==> src/rtl/ifetch_unit_pkg.sv <==
// Shared fetch-side definitions: FSM encoding, reset PC, opcode/funct constants, next-PC helper.
// Latency: n/a (package).
// Backpressure: n/a (package).
package ifetch_unit_pkg;

    typedef enum logic [1:0] {
        S_FETCH = 2'd0,
        S_EXEC  = 2'd1,
        S_LOAD  = 2'd2
    } fetch_state_t;

    localparam logic [31:0] RESET_PC_DEF = 32'h0000_0000;

    // Opcode/funct values shared with the control decoder.
    localparam logic [5:0] OP_RTYPE = 6'h00;
    localparam logic [5:0] OP_J     = 6'h02;
    localparam logic [5:0] OP_JAL   = 6'h03;
    localparam logic [5:0] OP_BEQ   = 6'h04;
    localparam logic [5:0] OP_BNE   = 6'h05;
    localparam logic [5:0] OP_ADDI  = 6'h08;
    localparam logic [5:0] OP_LW    = 6'h23;
    localparam logic [5:0] FN_JR    = 6'h08;

    // Next PC in priority order: jr, j/jal, taken branch, sequential.
    function automatic logic [31:0] next_pc(
        input logic [31:0] pc4,
        input logic [25:0] jidx,
        input logic [31:0] rs_val,
        input logic [31:0] br_target,
        input logic        is_jr,
        input logic        is_jmp,
        input logic        taken
    );
        logic [31:0] npc;
        if (is_jr)       npc = rs_val & 32'hFFFF_FFFC;
        else if (is_jmp) npc = {pc4[31:28], jidx, 2'b00};
        else if (taken)  npc = br_target;
        else             npc = pc4;
        return npc;
    endfunction

endpackage

==> src/rtl/ifetch_unit_if.sv <==
// Instruction memory bus between the fetch unit (master) and a synchronous RAM (slave).
// Latency: imem_rdata is valid one cycle after imem_addr.
// Backpressure: none; the memory always accepts reads and writes.
//   imem_addr  : word address          imem_we    : write strobe
//   imem_wdata : write data            imem_rdata : read data
interface ifetch_unit_if #(
    parameter int ADDR_W = 14
);
    logic [ADDR_W-1:0] imem_addr;
    logic              imem_we;
    logic [31:0]       imem_wdata;
    logic [31:0]       imem_rdata;

    modport master (output imem_addr, imem_we, imem_wdata, input imem_rdata);
    modport slave  (input imem_addr, imem_we, imem_wdata, output imem_rdata);
endinterface

==> src/rtl/ifetch_unit_imem_loader.sv <==
// Byte-stream to word assembler with a wrapping write pointer for program load.
// Latency: write strobe one cycle after the 4th byte of a word is accepted.
// Backpressure: none; every ld_valid byte in load mode is consumed.
//   in : clock, reset, ld_mode, ld_valid, ld_byte[7:0]
//   out: we, waddr[ADDR_W-1:0], wdata[31:0]
module ifetch_unit_imem_loader #(
    parameter int ADDR_W = 14
) (
    input  logic              clock,
    input  logic              reset,
    input  logic              ld_mode,
    input  logic              ld_valid,
    input  logic [7:0]        ld_byte,
    output logic              we,
    output logic [ADDR_W-1:0] waddr,
    output logic [31:0]       wdata
);
    localparam logic [ADDR_W-1:0] PTR_ONE = 1;

    logic [1:0]        count;
    logic [23:0]       shreg;
    logic [ADDR_W-1:0] ptr;

    always_ff @(posedge clock) begin
        if (reset) begin
            we    <= 1'b0;
            waddr <= '0;
            wdata <= '0;
            count <= 2'd0;
            shreg <= '0;
            ptr   <= '0;
        end else begin
            we <= 1'b0;
            if (!ld_mode) begin
                // Leaving or outside load mode: drop any partial word, rewind.
                ptr   <= '0;
                count <= 2'd0;
            end else if (ld_valid) begin
                if (count == 2'd3) begin
                    // Bytes arrive LSB first, so the newest byte is the top byte.
                    we    <= 1'b1;
                    waddr <= ptr;
                    wdata <= {ld_byte, shreg};
                    ptr   <= ptr + PTR_ONE;
                    count <= 2'd0;
                end else begin
                    shreg <= {ld_byte, shreg[23:8]};
                    count <= count + 2'd1;
                end
            end
        end
    end

endmodule

==> src/rtl/ifetch_unit.sv <==
// PC holder and instruction fetcher for the single-issue core, plus program-load path.
// Latency: 2 cycles per instruction (FETCH, EXEC); control flags sampled in EXEC only.
// Backpressure: run_en=0 holds in FETCH; ld_mode=1 preempts everything, aborting EXEC.
//   clock/reset        : core clock, synchronous active-high reset
//   run_en             : permit FETCH->EXEC
//   Branch..Jr, Zero   : decoder flags and ALU zero for the instruction in EXEC
//   Addr_result        : branch target      Read_data_1 : jr target
//   imem               : instruction memory bus (master)
//   ld_mode/valid/byte : program-load stream  ld_done : pulse after leaving load mode
//   Instruction, instr_valid, pc_out, branch_base_addr, link_addr : fetch results
module ifetch_unit
    import ifetch_unit_pkg::*;
#(
    parameter int          ADDR_W   = 14,
    parameter logic [31:0] RESET_PC = RESET_PC_DEF
) (
    input  logic                 clock,
    input  logic                 reset,
    input  logic                 run_en,
    input  logic                 Branch,
    input  logic                 nBranch,
    input  logic                 Jmp,
    input  logic                 Jal,
    input  logic                 Jr,
    input  logic                 Zero,
    input  logic [31:0]          Addr_result,
    input  logic [31:0]          Read_data_1,
    ifetch_unit_if.master        imem,
    input  logic                 ld_mode,
    input  logic                 ld_valid,
    input  logic [7:0]           ld_byte,
    output logic                 ld_done,
    output logic [31:0]          Instruction,
    output logic                 instr_valid,
    output logic [31:0]          pc_out,
    output logic [31:0]          branch_base_addr,
    output logic [31:0]          link_addr
);
    fetch_state_t      state_q, state_d;
    logic [31:0]       pc_q;
    logic [31:0]       pc4;
    logic              ld_we;
    logic [ADDR_W-1:0] ld_waddr;
    logic [31:0]       ld_wdata;
    logic              taken;
    logic              load_exit;

    ifetch_unit_imem_loader #(.ADDR_W(ADDR_W)) u_loader (
        .clock    (clock),
        .reset    (reset),
        .ld_mode  (ld_mode),
        .ld_valid (ld_valid),
        .ld_byte  (ld_byte),
        .we       (ld_we),
        .waddr    (ld_waddr),
        .wdata    (ld_wdata)
    );

    always_comb begin
        state_d = state_q;
        if (ld_mode) begin
            state_d = S_LOAD;
        end else begin
            case (state_q)
                S_FETCH: if (run_en) state_d = S_EXEC;
                S_EXEC:  state_d = S_FETCH;
                S_LOAD:  state_d = S_FETCH;
                default: state_d = S_FETCH;
            endcase
        end
    end

    // An EXEC cycle with ld_mode raised is aborted: not reported, PC untouched.
    assign instr_valid      = (state_q == S_EXEC) && !ld_mode;
    assign Instruction      = instr_valid ? imem.imem_rdata : 32'h0;
    assign pc4              = pc_q + 32'd4;
    assign pc_out           = pc_q;
    assign branch_base_addr = pc4;
    assign taken            = (Branch & Zero) | (nBranch & ~Zero);
    assign load_exit        = (state_q == S_LOAD) && !ld_mode;

    // A pending loader write owns the address bus; otherwise the PC drives it
    // (upper PC bits alias onto the memory).
    assign imem.imem_addr  = ld_we ? ld_waddr : pc_q[ADDR_W+1:2];
    assign imem.imem_we    = ld_we;
    assign imem.imem_wdata = ld_wdata;

    always_ff @(posedge clock) begin
        if (reset) begin
            state_q   <= S_FETCH;
            pc_q      <= RESET_PC;
            link_addr <= 32'h0;
            ld_done   <= 1'b0;
        end else begin
            state_q <= state_d;
            ld_done <= load_exit;
            if (load_exit) begin
                pc_q <= RESET_PC;
            end else if (instr_valid) begin
                pc_q <= next_pc(pc4, imem.imem_rdata[25:0], Read_data_1, Addr_result,
                                Jr, Jmp | Jal, taken);
                if (Jal) link_addr <= pc4;
            end
        end
    end

endmodule
==> src/flat_wrapper.sv <==
// flat-port wrapper written by rule: the top's interface ports become plain ports
module ifetch_unit_flat import ifetch_unit_pkg::*;
#(
    parameter int          ADDR_W   = 14,
    parameter logic [31:0] RESET_PC = RESET_PC_DEF
)
  (clock, reset, run_en, Branch, nBranch, Jmp, Jal, Jr, Zero, Addr_result, Read_data_1, ld_mode, ld_valid, ld_byte, ld_done, Instruction, instr_valid, pc_out, branch_base_addr, link_addr, imem_imem_addr, imem_imem_we, imem_imem_wdata, imem_imem_rdata);
  ifetch_unit_if #(.ADDR_W(ADDR_W)) imem_i ();
  input  logic clock;
  input  logic reset;
  input  logic run_en;
  input  logic Branch;
  input  logic nBranch;
  input  logic Jmp;
  input  logic Jal;
  input  logic Jr;
  input  logic Zero;
  input  logic [31:0] Addr_result;
  input  logic [31:0] Read_data_1;
  input  logic ld_mode;
  input  logic ld_valid;
  input  logic [7:0] ld_byte;
  output logic ld_done;
  output logic [31:0] Instruction;
  output logic instr_valid;
  output logic [31:0] pc_out;
  output logic [31:0] branch_base_addr;
  output logic [31:0] link_addr;
  output wire logic [$bits(imem_i.imem_addr)-1:0] imem_imem_addr;
  output wire logic [$bits(imem_i.imem_we)-1:0] imem_imem_we;
  output wire logic [$bits(imem_i.imem_wdata)-1:0] imem_imem_wdata;
  input wire logic [$bits(imem_i.imem_rdata)-1:0] imem_imem_rdata;
  assign imem_imem_addr = imem_i.imem_addr;
  assign imem_imem_we = imem_i.imem_we;
  assign imem_imem_wdata = imem_i.imem_wdata;
  assign imem_i.imem_rdata = imem_imem_rdata;
  ifetch_unit #(.ADDR_W(ADDR_W), .RESET_PC(RESET_PC)) u_core (.clock(clock), .reset(reset), .run_en(run_en), .Branch(Branch), .nBranch(nBranch), .Jmp(Jmp), .Jal(Jal), .Jr(Jr), .Zero(Zero), .Addr_result(Addr_result), .Read_data_1(Read_data_1), .imem(imem_i), .ld_mode(ld_mode), .ld_valid(ld_valid), .ld_byte(ld_byte), .ld_done(ld_done), .Instruction(Instruction), .instr_valid(instr_valid), .pc_out(pc_out), .branch_base_addr(branch_base_addr), .link_addr(link_addr));
endmodule
==> config.mk <==
export PLATFORM = sky130hd
export DESIGN_NAME = ifetch_unit_flat
export DESIGN_NICKNAME = d
export VERILOG_FILES = /design/src/rtl/ifetch_unit_pkg.sv /design/src/rtl/ifetch_unit_if.sv /design/src/rtl/ifetch_unit_imem_loader.sv /design/src/rtl/ifetch_unit.sv /design/src/flat_wrapper.sv
export SDC_FILE = /design/constraint.sdc
export NUM_CORES = 1
export LEC_CHECK = 0
export CAP_MARGIN = 20
export CORE_MARGIN = 2
export CORE_UTILIZATION = 35
export CTS_BUF_LIST = sky130_fd_sc_hd__clkbuf_4
export DETAILED_ROUTE_END_ITERATION = 8
export GPL_TIMING_DRIVEN = 0
export PLACE_DENSITY_LB_ADDON = 0.25
export SYNTH_ARGS = -nofsm -noshare
export SYNTH_HDL_FRONTEND = slang
export SYNTH_SLANG_ARGS = --single-unit
export TNS_END_PERCENT = 100
==> constraint.sdc <==
create_clock -name clock -period 6.35 [get_ports clock]
set_input_delay 1.5875 -clock clock [delete_from_list [all_inputs] [get_ports clock]]
set_output_delay 1.5875 -clock clock [all_outputs]
set_load 0.05 [all_outputs]
==> results of run 1 <==
[report_power, final]
| part | total [mW] | internal, mW | leakage [nW] | switching [mW] |
|---|---|---|---|---|
| clock | 0.627 | 0.184 | 0.157 | 0.443 |
| sequential | 0.988 | 0.977 | 1.24 | 0.0114 |
| combinational | 0.278 | 0.114 | 2.43 | 0.165 |
| total | 1.89 | 1.28 | 3.83 | 0.619 |
[cells in the mapped netlist (5+ instances only)]
cell	instances	area [um2]
o211ai_1	8	60.1
a211oi_1	16	120
nand3_1	30	150
nor2_1	91	342
inv_1	24	90.1
a311oi_1	5	43.8
nand4_1	12	75.1
nor4_1	8	50.1
a31oi_1	6	37.5
nor3_1	26	130
a221oi_1	6	52.6
o31a_1	5	43.8
mux2_2	12	135
buf_2	6	30.0
and2_1	37	231
o21a_1	9	67.6
a21oi_1	113	566
dfxtp_1	154	3080
xnor2_1	20	175
clkbuf_1	60	225
buf_1	9	33.8
o31ai_1	6	45.0
nand2_1	199	747
or3_1	12	75.1
o21ai_0	29	145
and4_1	8	70.1
xor2_1	15	131
and3_1	5	31.3
[layer usage]
metal | up-vias | global-route usage [%]
met5 | - | 0
li1 | 4058 | -
met4 | 0 | 10.5
met3 | 66 | 6.45
met2 | 492 | 42.1
met1 | 3880 | 36.5
[worst max-delay path, stage by stage]
cell	delay [ps]
clkbuf_1	180
or3b_2	470
clkbuf_1	260
inv_1	470
clkbuf_1	470
and2_1	200
clkdlybuf4s50_1	810
[layout by cell type, fill, tap and decap left out, drive strengths merged, types with 7 or more instances in the layout]
| cell | instances |
|---|---|
| clkdlybuf4s50 | 286 |
| nand2 | 199 |
| dfxtp | 154 |
| a21oi | 113 |
| nor2 | 91 |
| clkbuf | 76 |
| and2 | 37 |
| inv | 31 |
| nand3 | 30 |
| o21ai | 29 |
| nor3 | 29 |
| xnor2 | 20 |
| buf | 17 |
| a211oi | 16 |
| xor2 | 15 |
| nand4 | 13 |
| or3 | 12 |
| mux2 | 12 |
| o21a | 9 |
| and4 | 8 |
| nor4 | 8 |
| o211ai | 8 |
| clkinv | 7 |
[kinds of logic (layout without fill, tap and decap cells)]
group                    count (synthesis)  count (layout)  share of synthesized area [%]
buffers and inverters                  101             418                           5.23
flip-flops                             154             154                           40.9
adder cells (fa/ha/maj)                  3               3                          0.498
AND/OR/NAND/NOR                        452             452                           28.0
XOR/XNOR                                35              35                           4.06
AO/OA/AOI/OAI                          233             233                           19.1
other                                    0               3                              0
multiplexers                            16              16                           2.32
[registers in the layout, summed over array words and instances, names as in the netlist]
name and count:
u_core.ld_done 1, u_core.link_addr 32, u_core.pc_out 32, u_core.state_q 2, u_core.u_loader.count 2, u_core.u_loader.ptr 14, u_core.u_loader.shreg 24, u_core.u_loader.waddr 14
u_core.u_loader.wdata 32, u_core.u_loader.we 1
[per-stage QoR]
step           hold WS (ps)  instances
3_5_place_dp            445       1555
2_1_floorplan           432        994
6_report                465       1589
3_3_place_gp            438       1555
5_1_grt                 480       1589
4_1_cts                 467       1587
[final cells by class]
cell class,instances,area (um2),area share [%]
plain buffers,76,302,2.73
multi-input cells,739,4070,36.8
diodes,3,7.51,0.0679
inverters,24,90.1,0.815
repair buffers,286,2860,25.9
well taps,275,344,3.11
clock inverters,15,175,1.58
clock buffers,17,128,1.15
flip-flops and latches,154,3080,27.9
[worst max path at each step]
| stage | start | to | cells after the start |
|---|---|---|---|
| after floorplan | ld_mode | Instruction[23] | 7 |
| after global placement | ld_mode | Instruction[1] | 8 |
| after detailed placement | ld_mode | Instruction[1] | 8 |
| after CTS | ld_mode | Instruction[1] | 8 |
| after global routing | ld_mode | Instruction[22] | 7 |
| final | ld_mode | Instruction[17] | 7 |
[what timing repair did]
item | CTS | global route
buffers inserted | 0 | 0
hold endpoints to repair | 0 | 0
gates resized for setup | 0 | 2
endpoints found under the setup margin | 0 | 14
==> metrics.sh, run 1 <==
OUTCOME='finished clean'
SETUP.REG_TO_REG.WORST_SLACK_PS=3550
PATH_CLASS='primary input to output port'
CRITICAL_PATH.ENDPOINT_TYPE='output port'
START_KIND='primary input'
CTS_BUFFERS=17
CELL_AREA_SYNTH_UM2=7540
CTS.ROOT.BUFFER_CELL='clkbuf_4'
WL_MET1_UM=13200
RR_STARTPOINT='u_core.state_q[1]'
DIE-AREA_UM2=22700
AVGVIACOUNTPERCELL=5.35
CAP_VIOLATIONS=0
CLOCK-SKEW-FINAL_PS=27.0
POST-DP-HPWL_UM=24900
YS_FF_LATCH=154
TIMING.CRITICAL_PATH.ARRIVAL_PS=4460
CRITICAL_PATH.MAX_FANOUT=14
RELATIVE_SLEW_SLACK_PCT=35.5
BUFFER_PORTS.INSERTED=286
FILL_CELLS=2080
MAX_CLOCK_FREQ_MHz=165
GRTUSAGETOTAL_PCT=27.1
CORE.ROWCOUNT=53
DR_TOTAL_VIAS=8496
HOLD_VIOL_FINAL=0
ANTENNA_FOUND_INITIAL=3
SYNTHARSTFLOPSHARE_PCT=0
REG2REGPATHDEPTH=7
GRT_FIRST_PASS_WIRELENGTH_UM=46000
CTS_TREE='yes'
WL_PER_CELL_UM=20.0
SYNTHESIS.INSTANCES=994
PLACEABLECOREAREA_UM2=21100
AVERAGE_FOOTPRINT_OF_A_SYNTHESIZED_CELL_UM2=7.59
ROUTE.MET3.WL_UM=3310
DIEHEIGHT_UM=151
GRT_REMAINING_OVERFLOW=0
CELLS_ON_WORST_HOLD_PATH=2
DETAIL_ROUTE.DRC_VIOLATIONS=0
PLACE.GP.CONGESTION=0.921
INITIALDRTVIOLATIONCOUNT=737
CTSLONGESTPATHBUFFERS=2
TIMING.HOLD.WORST.CLASS='flop to flop'
YOSYSSEQAREASHARE_PCT=40.9
NUMBER_OF_GLOBAL_ROUTE_VIAS_BEFORE_REPAIR=7827
FINALCRITPERIODSHARE_PCT=95.2
MAXIMUM_NUMBER_OF_PINS_ON_ONE_NET_BEFORE_GLOBAL_ROUTE_REPAIR=19
FINAL-MAX-SLEW-VIOLATION-COUNT=0
WORST_HOLD_PATH.ENDPOINT='u_core.u_loader.wdata[14]'
DESIGN_AREA_UM2=11100
POST-ROUTE-MIN-PERIOD_PS=6050
CHIPWIDTH_UM=151
FINAL_LAYOUT_SIZE_SUFFIX_GT1_SHARE_PCT=5.03
FLOW.AREA_GROWTH_FROM_SYNTHESIS_PCT=46.6
HOLD_START='u_core.u_loader.wdata[14]'
POWERDENSITY_nW_PER_UM2=171
LEAKAGE_nW=3.83
FINAL_CRITICAL_PATH_SETUP_SLACK_PS=303
RSZ_0062_RAISED_AFTER_GLOBAL_ROUTING='no'
WORST_SLEW_PIN_SLEW_PS=958
FLOORPLAN.INITIALDENSITY_PCT=35.8
TOTAL_POWER_mW=1.89
FINAL_CORE_UTILIZATION_PCT=52.4
PRE_CTS_SLACK_PS=10.7
MET2_LENGTH_UM=14100
HIGHEST_METAL_LAYER_WITH_SIGNAL_WIRES='met4'
FINAL_ANTENNA_NET_COUNT=0
NUMBER_OF_NETS_IN_THE_LAYOUT=1416
POWER.IR.VDD_WORST_mV=0.114
SETUP_VIOL=0
SYNTH-WARNING-COUNT=0
SYNTH_ENABLE_FLOP_CELLS=0
CLOCK-SINKS=154
SYNTH.NET_COUNT=1112
WORST_R2R_ENDPOINT='u_core.pc_out[0]'
TOTALWIRELENGTH_UM=31700
SYNTH.LIB_CELLS_USED.DISTINCT=62
DOMINANTREGCELLSYNTH='dfxtp_1'
POSTPLACECELLAREA_UM2=10700
POST_CTS_HOLD_BUFFER_COUNT=0
WORST_SKEW_PAIR.LATE_LATENCY_PS=580
CLKTRANSATPATHREGS_PS=170
CTS.HTREE.LEVELS=4
CRITICAL_PATH_REQUIRED_PS=4760
TOTALNEGATIVESETUPSLACK_PS=0
DR.PASS1.ITERS=5
TOP_LEVEL_PORTS=292
Note: power is estimated with default switching activity, not from simulation.
==> run 2: changes to the inputs <==
CORE_UTILIZATION = 45   (was 35)
SLEW_MARGIN = 10   (was default)
==> run 2 against run 1 <==
Cell count fell by 3.5%. Combinational power barely moved. Global-route usage rose by 6.3 points. Register-to-register slack improved by 80 ps. Die area fell by 22%. Largest cell class unchanged. Clock skew fell by 2.3 ps. Setup slack got worse by 180 ps. Worst hold slack barely moved. First-iteration DRC count rose by 22%. Fmax fell by 2.9%. Core utilization rose by 14 points. Highest routed layer unchanged. Via count rose by 3.5%.
==> metrics.sh, run 2 (synthesis gave the netlist of run 1 again) <==
LEAKAGE_nW=3.82
SETUP.REG_TO_REG.WORST_SLACK_PS=3630
FLOW.AREA_GROWTH_FROM_SYNTHESIS_PCT=45.2
CRITICAL_PATH.ENDPOINT_TYPE='output port'
WL_PER_CELL_UM=19.9
WORST_HOLD_PATH.ENDPOINT='u_core.u_loader.wdata[20]'
TOTALWIRELENGTH_UM=30600
FINAL_CRITICAL_PATH_SETUP_SLACK_PS=121
CTS_BUFFERS=17
RR_STARTPOINT='u_core.state_q[1]'
CHIPWIDTH_UM=133
CTS_TREE='yes'
FINAL-MAX-SLEW-VIOLATION-COUNT=0
CRITICAL_PATH.MAX_FANOUT=10
FINAL-INSTANCE-COUNT-EXCL-FILL=1533
CORE.ROWCOUNT=47
CLKTRANSATPATHREGS_PS=150
MAX_CLOCK_FREQ_MHz=161
TOP_LEVEL_PORTS=292
WORST_SLEW_PIN_SLEW_PS=908
CRITICAL_PATH.CELL_CHAIN='clkbuf_1 > or3b_2 > clkbuf_1 > inv_1 > clkbuf_1 > clkbuf_1 > and2_1 > clkdlybuf4s50_1'
GRT_REMAINING_OVERFLOW=0
SLOWEST_DELAY_PS=800
DETAIL_ROUTE.DRC_VIOLATIONS=0
FLOORPLAN.INITIALDENSITY_PCT=45.8
MOST_FREQUENT_CELLS_IN_THE_LAYOUT='clkdlybuf4s50_1 (286), nand2_1 (199), dfxtp_1 (154)'
INITIALDRTVIOLATIONCOUNT=900
FINAL_ANTENNA_NET_COUNT=0
TOTALNEGATIVESETUPSLACK_PS=0
SETUP_VIOL=0
WORST_R2R_ENDPOINT='u_core.pc_out[24]'
TOTAL_POWER_mW=1.86
POST-ROUTE-MIN-PERIOD_PS=6230
POWERDENSITY_nW_PER_UM2=170
PRE_CTS_SLACK_PS=61.0
CTSLONGESTPATHBUFFERS=2
PLACE.GP.CONGESTION=0.992
POSTPLACECELLAREA_UM2=10700
CRITICAL_PATH_REQUIRED_PS=4760
DP.CELLS=1500
CELLS_ON_WORST_HOLD_PATH=2
CRITPATHSLOWESTCELL='clkdlybuf4s50_1'
NUMBER_OF_GLOBAL_ROUTE_VIAS_BEFORE_REPAIR=8039
RSZ_0062_RAISED_AFTER_GLOBAL_ROUTING='no'
RELATIVE_SLEW_SLACK_PCT=39.4
MOSTFREQUENTLAYOUTCELL='clkdlybuf4s50_1'
MAXIMUM_NUMBER_OF_PINS_ON_ONE_NET_BEFORE_GLOBAL_ROUTE_REPAIR=17
DESIGN_AREA_UM2=10900
HOLD_START='u_core.u_loader.wdata[20]'
BUFFER_PORTS.INSERTED=286
CTS.ROOT.BUFFER_CELL='clkbuf_4'
POST_CTS_HOLD_BUFFER_COUNT=0
DR.PASS1.ITERS=5
PLACEABLECOREAREA_UM2=16500
NUMBER_OF_NETS_IN_THE_LAYOUT=1417
HOLDWS_PS=464
CTS.HTREE.LEVELS=4
DIEHEIGHT_UM=133
HOLD_VIOL_FINAL=0
WORST_SKEW_PAIR.LATE_LATENCY_PS=610
FINAL_LAYOUT_SIZE_SUFFIX_GT1_SHARE_PCT=5.03
FINAL_CORE_UTILIZATION_PCT=66.5
POST-DP-HPWL_UM=23500
TIMING.CRITICAL_PATH.ARRIVAL_PS=4640
START_KIND='primary input'
OUTCOME='finished clean'
POWER.IR.VDD_WORST_mV=0.0981
DR_TOTAL_VIAS=8791
REG2REGPATHDEPTH=6
GRT_FIRST_PASS_WIRELENGTH_UM=45500
FINALCRITPERIODSHARE_PCT=98.1
CAP_VIOLATIONS=0
GRTUSAGETOTAL_PCT=33.4
PATH_COMMON_CELL='clkbuf_1'
ANTENNA_FOUND_INITIAL=1
CLOCK-SKEW-FINAL_PS=24.7
PATH_CLASS='primary input to output port'
TIMING.HOLD.WORST.CLASS='flop to flop'
CLOCK-SINKS=154
AVGVIACOUNTPERCELL=5.73
DIE-AREA_UM2=17800
run 2: cell types whose count changed in the layout (fill, tap and decap cells not counted), sizes merged:
cell / previous run / this run
clkbuf: 76 / 77
diode: 3 / 1
run 2: worst max-delay path by stage:
stage | endpoint | slack [ps] | start | cells past startpoint
4_1_cts | Instruction[2] | 40 | ld_mode | 8
5_1_grt | Instruction[16] | 50 | ld_mode | 8
6_report | Instruction[17] | 120 | ld_mode | 8
3_5_place_dp | Instruction[2] | 60 | ld_mode | 8
2_1_floorplan | Instruction[23] | 920 | ld_mode | 7
3_3_place_gp | Instruction[2] | 30 | ld_mode | 8
run 2: final cells by class:
cell class,count,area [um2]
inverter,24,90.1
buffer,77,305
antenna,1,2.50
timing repair buffer,286,2860
clock buffer,17,128
clock inverter,15,136
tap,220,275
multi-input combinational,739,4070
sequential,154,3080
fill,1489,5520
run 2: layer usage:
metal	part of all wire, %	up-vias	global-route usage (%)
li1	-	4070	-
met4	3.1	0	11.2
met1	40	4085	44.4
met2	46	558	53.2
met5	0	-	0
met3	11	78	8.30
run 2: where the power goes:
part | switching (mW) | internal, mW | total [mW]
clock | 0.420 | 0.171 | 0.591
sequential | 0.0115 | 0.977 | 0.988
combinational | 0.163 | 0.114 | 0.276
run 2: critical path, delay by kind of cell:
kind                   cells  cell delay [ps]
AND/OR/NAND/NOR            2              680
buffers and inverters      6             2360
run 2: timing repair:
action,4_1_cts,5_1_grt
buffers inserted,0,0
endpoints found under the hold margin,0,0
gates resized for setup,0,2
setup endpoints to repair,0,4
==> run 3: changes to the inputs <==
clock period = 6.7 ns   (was 6.35 ns; I/O delays follow)
==> run 3 against run 2 <==
Sequential share of layout area hardly changed. Highest routed layer unchanged. Non-clock buffer count stayed put. Power is 5.3% lower. Core utilization hardly changed. Design area hardly changed.
==> metrics.sh, run 3 (synthesis gave the netlist of run 1 again) <==
CHIPWIDTH_UM=133
TOTALNEGATIVESETUPSLACK_PS=0
DIEHEIGHT_UM=133
LEAKAGE_nW=3.82
NUMBER_OF_GLOBAL_ROUTE_VIAS_BEFORE_REPAIR=8039
POWER.IR.VDD_WORST_mV=0.0930
COMB_POWER_SHARE_PCT=14.9
SETUP_VIOL=0
GLOBALROUTEMET2UTIL_PCT=53.2
TIMING.CRITICAL_PATH.ARRIVAL_PS=4870
WORST_SLEW_PIN_SLEW_PS=881
CTS_BUFFERS=17
CTS_TREE='yes'
FINAL_LAYOUT_SIZE_SUFFIX_GT1_SHARE_PCT=4.95
CRITICAL_PATH.ENDPOINT_TYPE='output port'
POST_CTS.RESIZED_INSTANCES=0
TOTALWIRELENGTH_UM=30600
BUFFER_PORTS.INSERTED=286
GRT_FIRST_PASS_WIRELENGTH_UM=45500
RELATIVE_SLEW_SLACK_PCT=40.7
POST-DP-HPWL_UM=23500
TOP_LEVEL_PORTS=292
CLOCK-SINKS=154
WL_PER_CELL_UM=19.9
CTS.HTREE.LEVELS=4
DR_TOTAL_VIAS=8775
CTS_SETUP_BUFFERS=0
OUTCOME='finished clean'
PLACEABLECOREAREA_UM2=16500
POST-ROUTE-MIN-PERIOD_PS=6550
POST_CTS_HOLD_BUFFER_COUNT=0
GLOBALROUTEMET3UTIL_PCT=8.30
NETSWITCHINGFRACTION_PCT=32.0
FINAL_ANTENNA_NET_COUNT=0
CRITICAL_PATH_REQUIRED_PS=5030
CORE.ROWCOUNT=47
FINAL_CRITICAL_PATH_SETUP_SLACK_PS=153
MOST_FREQUENT_CELLS_IN_THE_LAYOUT='clkdlybuf4s50_1 (286), nand2_1 (199), dfxtp_1 (154)'
PWR-SHARE-CLK_PCT=31.8
INITIALDRTVIOLATIONCOUNT=896
P_INT_mW=1.20
GRTUSAGETOTAL_PCT=33.4
POWER_SWITCHING_uW=561
WORST_SKEW_PAIR.LATE_LATENCY_PS=610
DETAIL_ROUTE.DRC_VIOLATIONS=0
NUMBER_OF_NETS_IN_THE_LAYOUT=1417
POWERDENSITY_nW_PER_UM2=161
CTS.ROOT.BUFFER_CELL='clkbuf_4'
USE_MET1_PCT=44.4
TOTAL_POWER_mW=1.76
CLKTRANSATPATHREGS_PS=150
HOLD_VIOL_FINAL=0
PRE_CTS_SLACK_PS=236
AVGVIACOUNTPERCELL=5.72
MOSTFREQUENTLAYOUTCELL='clkdlybuf4s50_1'
FINALCRITPERIODSHARE_PCT=97.7
DR.PASS1.ITERS=5
FLOW.AREA_GROWTH_FROM_SYNTHESIS_PCT=45.1
START_KIND='primary input'
GRT_REMAINING_OVERFLOW=0
MAX_CLOCK_FREQ_MHz=153
CAP_VIOLATIONS=0
RSZ_0062_RAISED_AFTER_GLOBAL_ROUTING='no'
TIMING.HOLD.WORST.CLASS='flop to flop'
SEQ_PWR_SHARE_PCT=53.3
GLOBAL_ROUTE.PEAK_USAGE_LAYER='met2'
ANTENNA_FOUND_INITIAL=1
CLOCK-SKEW-FINAL_PS=24.6
PATH_CLASS='primary input to output port'
CTSLONGESTPATHBUFFERS=2
MAXIMUM_NUMBER_OF_PINS_ON_ONE_NET_BEFORE_GLOBAL_ROUTE_REPAIR=17
CRITICAL_PATH.MAX_FANOUT=10
FINAL-MAX-SLEW-VIOLATION-COUNT=0
DIE-AREA_UM2=17800
FLOORPLAN.INITIALDENSITY_PCT=45.8
FILL_CELLS=1488
PLACE.GP.CONGESTION=0.992
-- run 3: layer usage --
layer	share of wire, %	up-vias
met5	0	-
met4	3.3	0
met3	11	82
met2	46	542
met1	40	4086
li1	-	4065
-- run 3: cell type report --
class,instances,area [um2],share of cell area (%)
Sequential cell,154,3080,28.2
Timing Repair Buffer,286,2860,26.2
Clock buffer,17,128,1.17
Clock inverter,15,136,1.25
Antenna cell,1,2.50,0.0229
Buffer,77,304,2.78
Tap cell,220,275,2.51
Inverter,24,90.1,0.823
Multi-Input combinational cell,739,4070,37.1
-- run 3: path summary, 6_finish.rpt --
path | start | to | slack [ps] | cells after the start
setup reg to reg | u_core.pc_out[8] | u_core.link_addr[31] | 3950 | 6
hold / removal | u_core.link_addr[0] | u_core.link_addr[0] | 460 | 2
setup / recovery | ld_mode | Instruction[2] | 150 | 8
hold reg to reg | u_core.link_addr[0] | u_core.link_addr[0] | 460 | 2
-- run 3: worst max-delay path, cell delays in order --
cell and delay [ps]:
clkbuf_1 170, or3b_2 470, clkbuf_1 270, inv_1 240
clkbuf_1 420, clkbuf_1 580, and2_1 230, clkdlybuf4s50_1 810
-- run 3: power groups by stage --
stage | clock, mW | combinational (mW) | sequential, mW
2_1_floorplan | 0 | 0.105 | 0.972
3_3_place_gp | 0 | 0.255 | 0.956
3_5_place_dp | 0 | 0.257 | 0.956
4_1_cts | 0.554 | 0.258 | 0.936
5_1_grt | 0.587 | 0.275 | 0.938
6_report | 0.558 | 0.262 | 0.937
-- run 3: per-stage QoR --
stage          utilization [%]  hold WS [ps]  instances  area (um2)
3_3_place_gp              64.9           439       1500       10700
2_1_floorplan                -           432        994        7540
5_1_grt                   66.5           477       1533       10900
3_5_place_dp              64.9           446       1500       10700
4_1_cts                   66.5           465       1532       10900
6_report                  66.5           464       1533       10900
